==> src/rtl/shift_exec_pipe_pkg.sv <==
// Shared definitions for the two-stage shift execution pipeline:
// the shift opcode encoding and the datapath width.
package shift_exec_pipe_pkg;

   localparam int XLEN = 32;

   typedef enum logic [1:0] {
      SH_SLL  = 2'b00,
      SH_SRL  = 2'b01,
      SH_PASS = 2'b10,
      SH_SRA  = 2'b11
   } shift_op_e;

endpackage

==> src/rtl/shift_exec_pipe_shift_partial.sv <==
// Combinational partial shifter used by both pipeline stages.
// Left shifts always fill with zero. Right shifts fill with fill_i, which the
// caller sets to the original operand sign for SRA and to 0 for SRL.
// SH_PASS returns the operand unchanged.
module shift_partial
   import shift_exec_pipe_pkg::*;
(
   input  logic [XLEN-1:0] data_i,
   input  shift_op_e       op_i,
   input  logic            fill_i,
   input  logic [4:0]      amount_i,
   output logic [XLEN-1:0] result_o
);

   logic [2*XLEN-1:0] right_wide;

   // Select the shifted value for the requested operation.
   always_comb begin
      right_wide = {{XLEN{fill_i}}, data_i} >> amount_i;
      result_o   = data_i;
      unique case (op_i)
         SH_SLL:  result_o = data_i << amount_i;
         SH_SRL,
         SH_SRA:  result_o = right_wide[XLEN-1:0];
         SH_PASS: result_o = data_i;
         default: result_o = data_i;
      endcase
   end

endmodule

==> src/rtl/shift_exec_pipe.sv <==
// Two-stage shift execution pipeline with valid/ready handshakes.
// Stage A shifts by in_shamt[4:3]*8, stage B by the residual in_shamt[2:0].
// Optional feature macro: SHIFT_ZERO_FLAG_EN adds the registered out_zero flag.
//
// Handshake: a transfer happens on a cycle where valid && ready are both high
// at the rising edge. A producer holds its payload stable while valid is high
// and ready is low; ready never depends on valid of the same interface.
module shift_exec_pipe
   import shift_exec_pipe_pkg::*;
#(
   parameter int TAG_W = 5
)
(
   input  logic             clk,
   input  logic             rst_n,
   input  logic             flush,
   input  logic             in_valid,
   output logic             in_ready,
   input  logic [1:0]       in_op,
   input  logic [XLEN-1:0]  in_data,
   input  logic [4:0]       in_shamt,
   input  logic [TAG_W-1:0] in_tag,
   output logic             out_valid,
   input  logic             out_ready,
   output logic [XLEN-1:0]  out_result,
   output logic [TAG_W-1:0] out_tag
`ifdef SHIFT_ZERO_FLAG_EN
   ,
   output logic             out_zero
`endif
);

   // Stage A registers
   logic             a_valid_q, a_valid_d;
   shift_op_e        a_op_q, a_op_d;
   logic [2:0]       a_shamt_q, a_shamt_d;
   logic [TAG_W-1:0] a_tag_q, a_tag_d;
   logic             a_sign_q, a_sign_d;
   logic [XLEN-1:0]  a_data_q, a_data_d;

   // Stage B registers
   logic             b_valid_q, b_valid_d;
   logic [XLEN-1:0]  b_result_q, b_result_d;
   logic [TAG_W-1:0] b_tag_q, b_tag_d;
`ifdef SHIFT_ZERO_FLAG_EN
   logic             b_zero_q, b_zero_d;
`endif

   logic             b_advances;
   logic             in_fire;
   shift_op_e        in_op_e;
   logic             a_fill;
   logic             b_fill;
   logic [XLEN-1:0]  a_shifted;
   logic [XLEN-1:0]  b_shifted;

   assign in_op_e = shift_op_e'(in_op);
   assign a_fill  = (in_op_e == SH_SRA) & in_data[XLEN-1];
   assign b_fill  = (a_op_q == SH_SRA) & a_sign_q;

   // Stage A: coarse shift by a multiple of 8.
   shift_partial u_shift_a (
      .data_i   (in_data),
      .op_i     (in_op_e),
      .fill_i   (a_fill),
      .amount_i ({in_shamt[4:3], 3'b000}),
      .result_o (a_shifted)
   );

   // Stage B: fine shift by the residual 0..7.
   shift_partial u_shift_b (
      .data_i   (a_data_q),
      .op_i     (a_op_q),
      .fill_i   (b_fill),
      .amount_i ({2'b00, a_shamt_q}),
      .result_o (b_shifted)
   );

   // Handshake and next-state logic for both stages.
   always_comb begin
      b_advances = !b_valid_q || out_ready;
      in_ready   = !flush && (!a_valid_q || b_advances);
      in_fire    = in_valid && in_ready;

      a_valid_d  = a_valid_q;
      a_op_d     = a_op_q;
      a_shamt_d  = a_shamt_q;
      a_tag_d    = a_tag_q;
      a_sign_d   = a_sign_q;
      a_data_d   = a_data_q;
      b_valid_d  = b_valid_q;
      b_result_d = b_result_q;
      b_tag_d    = b_tag_q;
`ifdef SHIFT_ZERO_FLAG_EN
      b_zero_d   = b_zero_q;
`endif

      // A empties when it hands over (in_ready high) unless refilled.
      if (flush) begin
         a_valid_d = 1'b0;
      end else if (in_ready) begin
         a_valid_d = in_valid;
      end

      if (in_fire) begin
         a_op_d    = in_op_e;
         a_shamt_d = in_shamt[2:0];
         a_tag_d   = in_tag;
         a_sign_d  = in_data[XLEN-1];
         a_data_d  = a_shifted;
      end

      if (flush) begin
         b_valid_d = 1'b0;
      end else if (b_advances) begin
         b_valid_d = a_valid_q;
      end

      // B only captures when it can advance, so a stalled result stays put.
      if (b_advances && a_valid_q) begin
         b_result_d = b_shifted;
         b_tag_d    = a_tag_q;
`ifdef SHIFT_ZERO_FLAG_EN
         b_zero_d   = (b_shifted == '0);
`endif
      end
   end

   // Pipeline state registers with asynchronous clear.
   always_ff @(posedge clk or negedge rst_n) begin
      if (!rst_n) begin
         a_valid_q  <= 1'b0;
         a_op_q     <= SH_SLL;
         a_shamt_q  <= '0;
         a_tag_q    <= '0;
         a_sign_q   <= 1'b0;
         a_data_q   <= '0;
         b_valid_q  <= 1'b0;
         b_result_q <= '0;
         b_tag_q    <= '0;
`ifdef SHIFT_ZERO_FLAG_EN
         b_zero_q   <= 1'b0;
`endif
      end else begin
         a_valid_q  <= a_valid_d;
         a_op_q     <= a_op_d;
         a_shamt_q  <= a_shamt_d;
         a_tag_q    <= a_tag_d;
         a_sign_q   <= a_sign_d;
         a_data_q   <= a_data_d;
         b_valid_q  <= b_valid_d;
         b_result_q <= b_result_d;
         b_tag_q    <= b_tag_d;
`ifdef SHIFT_ZERO_FLAG_EN
         b_zero_q   <= b_zero_d;
`endif
      end
   end

   assign out_valid  = b_valid_q;
   assign out_result = b_result_q;
   assign out_tag    = b_tag_q;
`ifdef SHIFT_ZERO_FLAG_EN
   assign out_zero   = b_zero_q;
`endif

endmodule

==> config.mk <==
export PLATFORM = sky130hd
export DESIGN_NAME = shift_exec_pipe
export DESIGN_NICKNAME = d
export VERILOG_FILES = /design/src/rtl/shift_exec_pipe_pkg.sv /design/src/rtl/shift_exec_pipe_shift_partial.sv /design/src/rtl/shift_exec_pipe.sv
export SDC_FILE = /design/constraint.sdc
export NUM_CORES = 1
export LEC_CHECK = 0
export ABC_AREA = 1
export CORE_MARGIN = 2
export CORE_UTILIZATION = 45
export CTS_BUF_LIST = sky130_fd_sc_hd__clkbuf_4 sky130_fd_sc_hd__clkbuf_8 sky130_fd_sc_hd__clkbuf_16
export CTS_CLUSTER_DIAMETER = 200
export DETAILED_ROUTE_END_ITERATION = 6
export PLACE_DENSITY = 0.64
export SLEW_MARGIN = 15
export SYNTH_ARGS = -nofsm -noshare
export SYNTH_HDL_FRONTEND = slang
export SYNTH_SLANG_ARGS = --single-unit
export TNS_END_PERCENT = 5
==> constraint.sdc <==
create_clock -name clk -period 1.7 [get_ports clk]
set_clock_uncertainty 0.15 [all_clocks]
set_input_delay 0.255 -clock clk [delete_from_list [all_inputs] [get_ports clk]]
set_output_delay 0.255 -clock clk [all_outputs]
set_load 0.05 [all_outputs]
# Word-level counts from Yosys, hierarchy flattened
# Index checks and enable logic that the tools add are counted.
[totals]
n_memories = 0
rom_bits = 0
out_inout_bits = 39
ram_bits = 0
latch_bits = 0
wordCells = 41
regBits = 82
[classes]
n_mux = 6
n_div = 0
shift = 4
addsub = 0
magnitude_cmp = 0
eq_ne = 6
mul = 0
reduce_logical = 14
bitwise_logic = 2
[ops]
columns = ["op", "count"]
rows = [
  ["$pmux 32 s3", 2],
  ["$shr 64x3->32", 1],
  ["$shr 64x5->32", 1],
  ["$shl 32x3->32", 1],
  ["$shl 32x5->32", 1],
  ["$eq 2x2->1 const B", 4],
  ["$eq 2x1->1 const B", 2],
  ["$logic_not 2->1", 2],
  ["$mux 1", 4],
  ["$reduce_bool 2->1", 2],
  ["$reduce_or 2->1", 2],
  ["$logic_and 1x1->1", 3],
  ["$logic_not 1->1", 3],
  ["$and 1x1->1", 2],
  ["$logic_or 1x1->1", 2],
]

# Longest topological paths before layout
# Gate-level depths: netlist (run 1).
[logic_depth]
depth_word = 6
mapped_depth = 11
ltp_nobuf = 9

# Hierarchy
# From an unflattened synthesis (run 1), not the netlist that was laid out.
[unflattened]
hier_cells = 1986
area_unflattened_um2 = 11417.2
[modules_own_cells]
columns = ["module", "area_each_um2", "seq_area_each_um2", "cells_per_inst", "n_inst"]
rows = [
  ["shift_partial", 4052.6, 0.0, 811, 2],
  ["shift_exec_pipe", 3311.9, 2052.0, 364, 1],
]

# Worst setup path after synthesis (run 1)
# OpenSTA, ideal clock, no wires.
[synth_timing]
kind = "reg-to-reg"
startpoint = "reg b_valid_q, in the netlist out_valid"
endpoint = "reg a_data_q[20]"
arrival_ps = 1512
required_time_ps = 1426
period_less_slack_ps = 1786
slack_ps = -86
path_buffers = 1
stages_incl_launch_ff = 8
setup_time_ps = 124
path_cell_list = "dfrtp_1 nand3_2 nand3_4 inv_2 buf_2 or2_2 inv_1 a21oi_1"
[synth_between]
elab_chain_cells = 5
[synth_rtl]
columns = ["element", "line", "rtl"]
rows = [
  ["start: declaration", "shift_exec_pipe.sv:42", "logic b_valid_q, b_valid_d;"],
  ["start signal: assignment", "shift_exec_pipe.sv:151", "b_valid_q <= b_valid_d;"],
  ["$logic_not 1->1", "shift_exec_pipe.sv:81", "b_advances = !b_valid_q || out_ready;"],
  ["$logic_or 1x1->1", "shift_exec_pipe.sv:81", ""],
  ["$logic_or 1x1->1", "shift_exec_pipe.sv:82", "in_ready = !flush && (!a_valid_q || b_advances);"],
  ["$logic_and 1x1->1", "shift_exec_pipe.sv:82", ""],
  ["$logic_and 1x1->1", "shift_exec_pipe.sv:83", "in_fire = in_valid && in_ready;"],
  ["end signal: assignment", "shift_exec_pipe.sv:150", "a_data_q <= a_data_d;"],
  ["end: declaration", "shift_exec_pipe.sv:39", "logic [XLEN-1:0] a_data_q, a_data_d;"],
]
# Every way passes these cells.
# A chain may end at the register's enable or synchronous reset.

# Worst setup path after layout (run 1)
[layout_timing]
startpoint = "reg a_shamt_q[0]"
endpoint = "reg b_result_q[24], in the netlist out_result[24]"
[layout_between]
elab_chain_cells = 2
[layout_rtl]
columns = ["element", "line", "rtl"]
rows = [
  ["start: declaration", "shift_exec_pipe.sv:36", "logic [2:0] a_shamt_q, a_shamt_d;"],
  ["start signal: assignment", "shift_exec_pipe.sv:147", "a_shamt_q <= a_shamt_d;"],
  ["$shr 64x3->32 / $shl 32x3->32 (equally long branches)", "shift_exec_pipe_shift_partial.sv:19, shift_exec_pipe_shift_partial.sv:22", ""],
  ["$pmux 32 s3 *", "shift_exec_pipe_shift_partial.sv:21", "unique case (op_i)"],
  ["end signal: assignment", "shift_exec_pipe.sv:152", "b_result_q <= b_result_d;"],
  ["end: declaration", "shift_exec_pipe.sv:43", "logic [XLEN-1:0] b_result_q, b_result_d;"],
]
# Mark *: on every way between the ends. The rest lies on a longest branch, timed or not.

==> results of run 1 <==
[through the flow]
| stage | setup TNS, ns | hold WS [ns] | utilization, % | area (um2) | power [W] |
|---|---|---|---|---|---|
| floorplan | 0 | -0.1906 | - | 6765 | 0.005571 |
| global placement | -13.11 | -0.04467 | 57.17 | 8341 | 0.007032 |
| detailed placement | -13.89 | -0.04161 | 57.17 | 8341 | 0.007060 |
| CTS | -0.02033 | 0.1303 | 59.47 | 8676 | 0.009156 |
| global route | -0.1305 | 0.1386 | 60.22 | 8786 | 0.009782 |
| finish | 0 | 0.1323 | 60.22 | 8786 | 0.009225 |
[worst max-delay path: stages, from the launching register on]
cell	delay, ns
dfrtp_1	0.43
inv_2	0.08
buf_4	0.18
nand2_1	0.13
nand3_1	0.13
nand3_1	0.15
nand2_1	0.08
nor2_2	0.16
nor2_1	0.05
[metal layers]
layer,vias to the layer above,global-route usage [%]
met2,398,47.40
met3,75,5.778
met4,0,13.83
li1,3979,-
met5,-,0
met1,3700,39.61
[where the power goes]
group          internal [W]  leakage [nW]  switching (W)  total, W
registers           0.00237         0.956       0.000385   0.00275
clock network       0.00117         0.153       0.000891   0.00206
logic               0.00153          3.17        0.00288   0.00442
[registers in the layout, summed over array words and instances, names as in the netlist]
register and flops:
a_sign_q 1, out_valid 1, a_shamt_q 3, a_tag_q 5
out_result 32, a_data_q 32, a_valid_q 1, a_op_q 2
out_tag 5
[cells in the mapped netlist, types with 2 or more instances]
cell type / count
a21boi_1: 3
a21oi_1: 74
and2_1: 2
buf_1: 3
buf_2: 41
buf_4: 7
buf_6: 3
clkbuf_1: 11
dfrtp_1: 82
inv_1: 49
inv_2: 11
nand2_1: 316
nand2_2: 3
nand3_1: 272
nand4_1: 5
nor2_1: 164
nor2_4: 3
nor3_1: 5
o211ai_1: 7
o21a_1: 8
o21ai_0: 28
o21ai_1: 3
or2_1: 2
or2_2: 13
[final cells by class]
type / count / area, um2
fill: 1490 / 5803
multi-input combinational: 918 / 4229
sequential: 82 / 2056
timing repair buffer: 181 / 1727
inverter: 61 / 234.0
tap: 184 / 230.2
clock buffer: 9 / 225.2
clock inverter: 7 / 85.08
[repair_timing]
item | CTS | global route
endpoints found under the hold margin | 82 | 0
hold buffers | 1 | 0
gates resized for setup | 3 | 30
endpoints found under the setup margin | 20 | 45
gates cloned | 1 | 0
buffers inserted | 0 | 4
pin swaps | 1 | 0
[cells by family (layout without fill, tap and decap cells)]
logic type	after synthesis	count (layout)	synth area share (%)
flip-flops	82	82	30.34
AO/OA/AOI/OAI	127	127	10.25
buffers and inverters	126	258	8.509
AND/OR/NAND/NOR	790	791	50.91
[how the worst max path moves through the flow]
stage                 start        endpoint  slack, ns
4_1_cts           out_valid        in_ready      -0.02
5_1_grt        a_shamt_q[0]  out_result[24]      -0.04
3_5_place_dp       in_op[0]    a_data_q[13]      -0.32
3_3_place_gp       in_op[0]    a_data_q[13]      -0.34
2_1_floorplan     out_valid    a_data_q[20]       0.09
6_report       a_shamt_q[0]  out_result[24]       0.04
==> flow_summary_export.csv, run 1 <==
group,metric,value,unit
run_status,outcome,"finished, final reports clean",
clock_tree,clock_latency,0.35,ns
global_route,grt_start_max_net_pins,48,
min_path,worstHoldPathType,"input pin to async pin",
setup_path,critPathCaptureType,"flip-flop",
timing,report.final.slew_viol_count,0,
setup_path,worst_ep_required_time,1.78,ns
timing,final_min_period_over_clock_period,97.90,%
detailed_routing,routed_wire_length_per_instance,16.50,um
global_route,grt_pass1_vias,7564,
placed_design,pre_cts_slack,-0.3163,ns
cells_and_area,n_antenna_cell,0,
timing,timing_worst_slew_pin_value,0.4649,ns
global_route,grt_first_pass_wirelength,38300,um
timing,report.final.hold_viol_count,0,
cells_and_area,areaGrowthSynthToFinish,29.89,%
timing,grt_setup_unrepaired,"yes",
placed_design,placed_instances,1420,
die,floorplan.core_area,14590,um2
cells_and_area,nets,1302,
synthesis,synth.lib_cells_used.distinct,34,
synthesis,yosysTopAreaCell,"dfrtp_1",
die,fp.dieW,126.6,um
synthesis,mappedNetlistNets,1174,
timing,setup_viol,0,
global_route,grt_antenna_before_repair,0,
power_and_ir_drop,irDropWorstVdd,0.4507,mV
setup_path,critPathKind,"flip-flop to flip-flop",
synthesis,synth.top_cells.by_area,"dfrtp_1 30%, nand3_1 20%, nand2_1 18%, nor2_1 9.1%, a21oi_1 5.5%",
die,dieArea,16030,um2
power_and_ir_drop,cellLeakagePower,4.279,nW
setup_path,timing.critical_path.fanout_max,10,
timing,maxClockFrequency,0.6009,GHz
clock_tree,clk_transition_reported_paths,0.07,ns
placed_design,dp_hpwl,17840,um
setup_path,worstReg2RegEnd,"out_result[24]",
synthesis,synth-edff-count,0,
synthesis,yosys_register_bits,82,
placed_design,finalWeightedCongestion,0.9588,
die,core.rowCount,44,
detailed_routing,drtPass1Iterations,6,
clock_tree,cts_made_buffers,9,
clock_tree,clock_path_buffers,2,
clock_tree,tritoncts_sink_count,82,
clock_tree,clk_root_buffer_cell,"clkbuf_16",
detailed_routing,detailed_route_wire_length,23790,um
synthesis,async_flop_share,100.0,%
global_route,overflow,0,
cells_and_area,final_common_cell,"nand2_1",
synthesis,postSynthAreaPerCell,6.012,um2
power_and_ir_drop,p_per_area,1050,nW/um2
detailed_routing,first_iter_violations,794,
detailed_routing,routed-wl-met2,10850,um
die,floorplan.die.height,126.6,um
detailed_routing,total_vias_in_the_final_route,8152,
placed_design,io_buffers,87,
setup_path,regToRegSetupSlack,0.04,ns
clock_tree,ctsHtreeMaxLevel,3,
die,initial_standard_cell_utilization_of_the_core,46.36,%
setup_path,critPathArrivalTime,1.75,ns
synthesis,postSynthCellCount,1125,
detailed_routing,ant_nets,0,
timing,timing.final.ws_setup,0.03574,ns
global_route,grt_usage,29.93,%
setup_path,worst_r2r_startpoint,"a_shamt_q[0]",
clock_tree,cts_tree,"built",
synthesis,ys_dominant_reg_cell,"dfrtp_1",
detailed_routing,drcViolationCount,0,
run,cap_violations,0,
setup_path,startpoint_type,"flip-flop",
detailed_routing,route.met3.wl,2011,um
setup_path,rr_worst_depth,8,
synthesis,synth-warning-count,0,
detailed_routing,avgViaCountPerCell,5.653,
timing,timing.max_slew.rel_slack,68.93,%
detailed_routing,highest_metal_used,"met4",
cells_and_area,final_cell_count_no_fill,1442,
cells_and_area,layout_cells_sized_above_1,17.01,%
synthesis,seq_area_frac_synth,30.34,%
synthesis,synthesis.area,6764,um2
detailed_routing,met1Wirelength,9823,um
cells_and_area,commonest_cells_after_routing_fill_and_taps_aside,"313 x nand2_1, 271 x nand3_1, 151 x nor2_1",
timing,final.min_clock_period,1.664,ns
die,io_pins,88,
synthesis,netlist.area_leader.share,30.34,%
(Power assumes the default switching activity.)
==> run 2: changes to the inputs <==
Settings changed: CAP_MARGIN set to 20, CORE_UTILIZATION 45 to 57, HOLD_SLACK_MARGIN set to 0.15, PLACE_DENSITY 0.64 to 0.79.
==> flow_summary_export.csv, run 2 (synthesized netlist as in run 1, its figures left out) <==
group,metric,value,unit
placed_design,placed_instances,1371,
clock_tree,clock_path_buffers,2,
clock_tree,cts_made_buffers,9,
cells_and_area,final_cell_count_no_fill,1391,
global_route,overflow,0,
timing,grt_setup_unrepaired,"yes",
clock_tree,tritoncts_sink_count,82,
run_status,outcome,"finished with violations",
run_status,failed_checks,"DRC",
timing,final_min_period_over_clock_period,98.15,%
cells_and_area,final_common_cell,"nand2_1",
cells_and_area,areaGrowthSynthToFinish,27.80,%
min_path,worstHoldPathType,"input pin to flip-flop",
die,initial_standard_cell_utilization_of_the_core,58.74,%
power_and_ir_drop,p_per_area,1055,nW/um2
die,floorplan.die.height,112.9,um
global_route,grt_antenna_before_repair,0,
placed_design,finalWeightedCongestion,1.053,
setup_path,critPathCaptureType,"primary output",
die,floorplan.core_area,11520,um2
setup_path,critPathKind,"flip-flop to primary output",
die,fp.dieW,112.9,um
timing,maxClockFrequency,0.5993,GHz
setup_path,worst_ep_required_time,1.29,ns
die,core.rowCount,39,
detailed_routing,detailed_route_wire_length,23260,um
cells_and_area,nets,1292,
setup_path,critPathArrivalTime,1.26,ns
setup_path,startpoint_type,"flip-flop",
cells_and_area,layout_cells_sized_above_1,15.46,%
setup_path,timing.critical_path.fanout_max,3,
detailed_routing,total_vias_in_the_final_route,8351,
detailed_routing,drcViolationCount,5,
power_and_ir_drop,cellLeakagePower,4.250,nW
clock_tree,clk_root_buffer_cell,"clkbuf_16",
clock_tree,ctsHtreeMaxLevel,3,
power_and_ir_drop,power_total,0.009121,W
power_and_ir_drop,power.combinational.fraction,48.2,%
placed_design,io_buffers,87,
global_route,grt_start_max_net_pins,83,
power_and_ir_drop,irDropWorstVdd,0.8673,mV
cells_and_area,fillers,965,
clock_tree,clk_transition_reported_paths,0.06,ns
detailed_routing,avgViaCountPerCell,6.004,
timing,final.min_clock_period,1.669,ns
power_and_ir_drop,switching_share,46.19,%
power_and_ir_drop,p_seq_share,30.2,%
detailed_routing,drtPass1Iterations,7,
clock_tree,cts_tree,"built",
die,dieArea,12750,um2
timing,timing.max_slew.rel_slack,67.80,%
placed_design,dp_hpwl,16740,um
power_and_ir_drop,power_report.internal_total,0.004908,W
global_route,grt_usage,36.92,%
power_and_ir_drop,power.share.clock,21.6,%
clock_tree,clock_latency,0.35,ns
cells_and_area,n_antenna_cell,0,
detailed_routing,first_iter_violations,1113,
detailed_routing,ant_nets,0,
cells_and_area,commonest_cells_after_routing_fill_and_taps_aside,"316 x nand2_1, 270 x nand3_1, 157 x nor2_1",
timing,report.final.slew_viol_count,0,
power_and_ir_drop,switch_pwr,0.004213,W
detailed_routing,routed_wire_length_per_instance,16.72,um
die,io_pins,88,
run,cap_violations,0,
global_route,grt_pass1_vias,7650,
timing,report.final.hold_viol_count,0,
timing,setup_viol,0,
timing,timing_worst_slew_pin_value,0.4819,ns
global_route,grt_first_pass_wirelength,37750,um
## run 2: changes by cell type in the layout (fill, tap and decap cells not counted), moves of 2 or more
cell / previous run / this run
buf_4: 112 / 101
nor2_1: 151 / 157
nor2_2: 14 / 8
nand2_2: 6 / 2
nand2_1: 313 / 316
a21oi_1: 71 / 73
a21oi_2: 2 / 0
buf_12: 19 / 21
clkdlybuf4s50_1: 46 / 44
clkinv_4: 3 / 1
clkinvlp_4: 0 / 2
dlymetal6s2s_1: 1 / 3
inv_6: 2 / 0
inv_8: 1 / 3
## run 2: repair_timing
action / CTS / global route
setup buffers: 2 / 0
pin swaps: 1 / 1
cloned: 0 / 1
hold endpoints to repair: 82 / 0
setup endpoints to repair: 6 / 48
gates resized for setup: 2 / 21
hold buffers: 1 / 0
## run 2: worst paths after layout
check                                  to  slack, ns  depth (start not counted)  startpoint
max reg2reg                out_result[23]       0.03                          8   a_op_q[0]
min                             out_valid       0.19                          5   out_ready
max in group asynchronous    a_shamt_q[0]       0.65                          3       rst_n
min reg2reg                    out_tag[0]       0.33                          2  a_tag_q[0]
max                              in_ready       0.03                          5   a_valid_q
min in group asynchronous   out_result[7]       0.34                          3       rst_n
## run 2: per-stage QoR
step,setup slack (ns),cell area (um2),setup TNS (ns),util (%),hold WS (ns)
2_1_floorplan,0.08530,6765,0,-,-0.1906
3_3_place_gp,-0.3335,8253,-12.01,71.66,0.1659
3_5_place_dp,-0.3056,8253,-14.10,71.66,0.1681
4_1_cts,-0.0009653,8578,-0.0009653,74.49,0.2805
5_1_grt,-0.02190,8645,-0.02965,75.07,0.2293
6_report,0.03147,8645,0,75.07,0.1914
## run 2: cell type report
class	count	area, um2	share of cell area, %
multi-input combinational	918	4199	48.57
sequential	82	2056	23.78
timing repair buffer	171	1678	19.41
inverter	61	234.0	2.707
clock buffer	9	225.2	2.605
tap	143	178.9	2.070
clock inverter	7	73.82	0.8540
## run 2: worst max-delay path: stages, from the launching register on
cell and delay (ns):
dfrtp_1 0.41, nand3_4 0.11, buf_4 0.14, nand2_1 0.07
inv_2 0.05, buf_12 0.14
## run 2: power by group through the flow
stage / combinational (W) / sequential (W) / clock (W)
final: 0.00439 / 0.00276 / 0.00197
after global routing: 0.00475 / 0.00279 / 0.00208
after CTS: 0.00430 / 0.00273 / 0.00200
after detailed placement: 0.00427 / 0.00277 / 0
after global placement: 0.00422 / 0.00275 / 0
after floorplan: 0.00202 / 0.00355 / 0
## run 2: per-layer routing
metal | global-route usage (%) | wire length, um | vias to the layer above
met3 | 7.392 | 2434 | 88
met5 | 0 | 0 | -
met1 | 48.82 | 9123 | 3791
met4 | 15.53 | 953 | 0
li1 | - | - | 3964
met2 | 59.44 | 10750 | 508
==> run 3: changes to the inputs <==
Settings changed: CTS_CLUSTER_SIZE set to 14, SLEW_MARGIN 15 to unset.
==> results of run 3 <==
The final DEF is identical to that of run 2; final timing and power are the same.
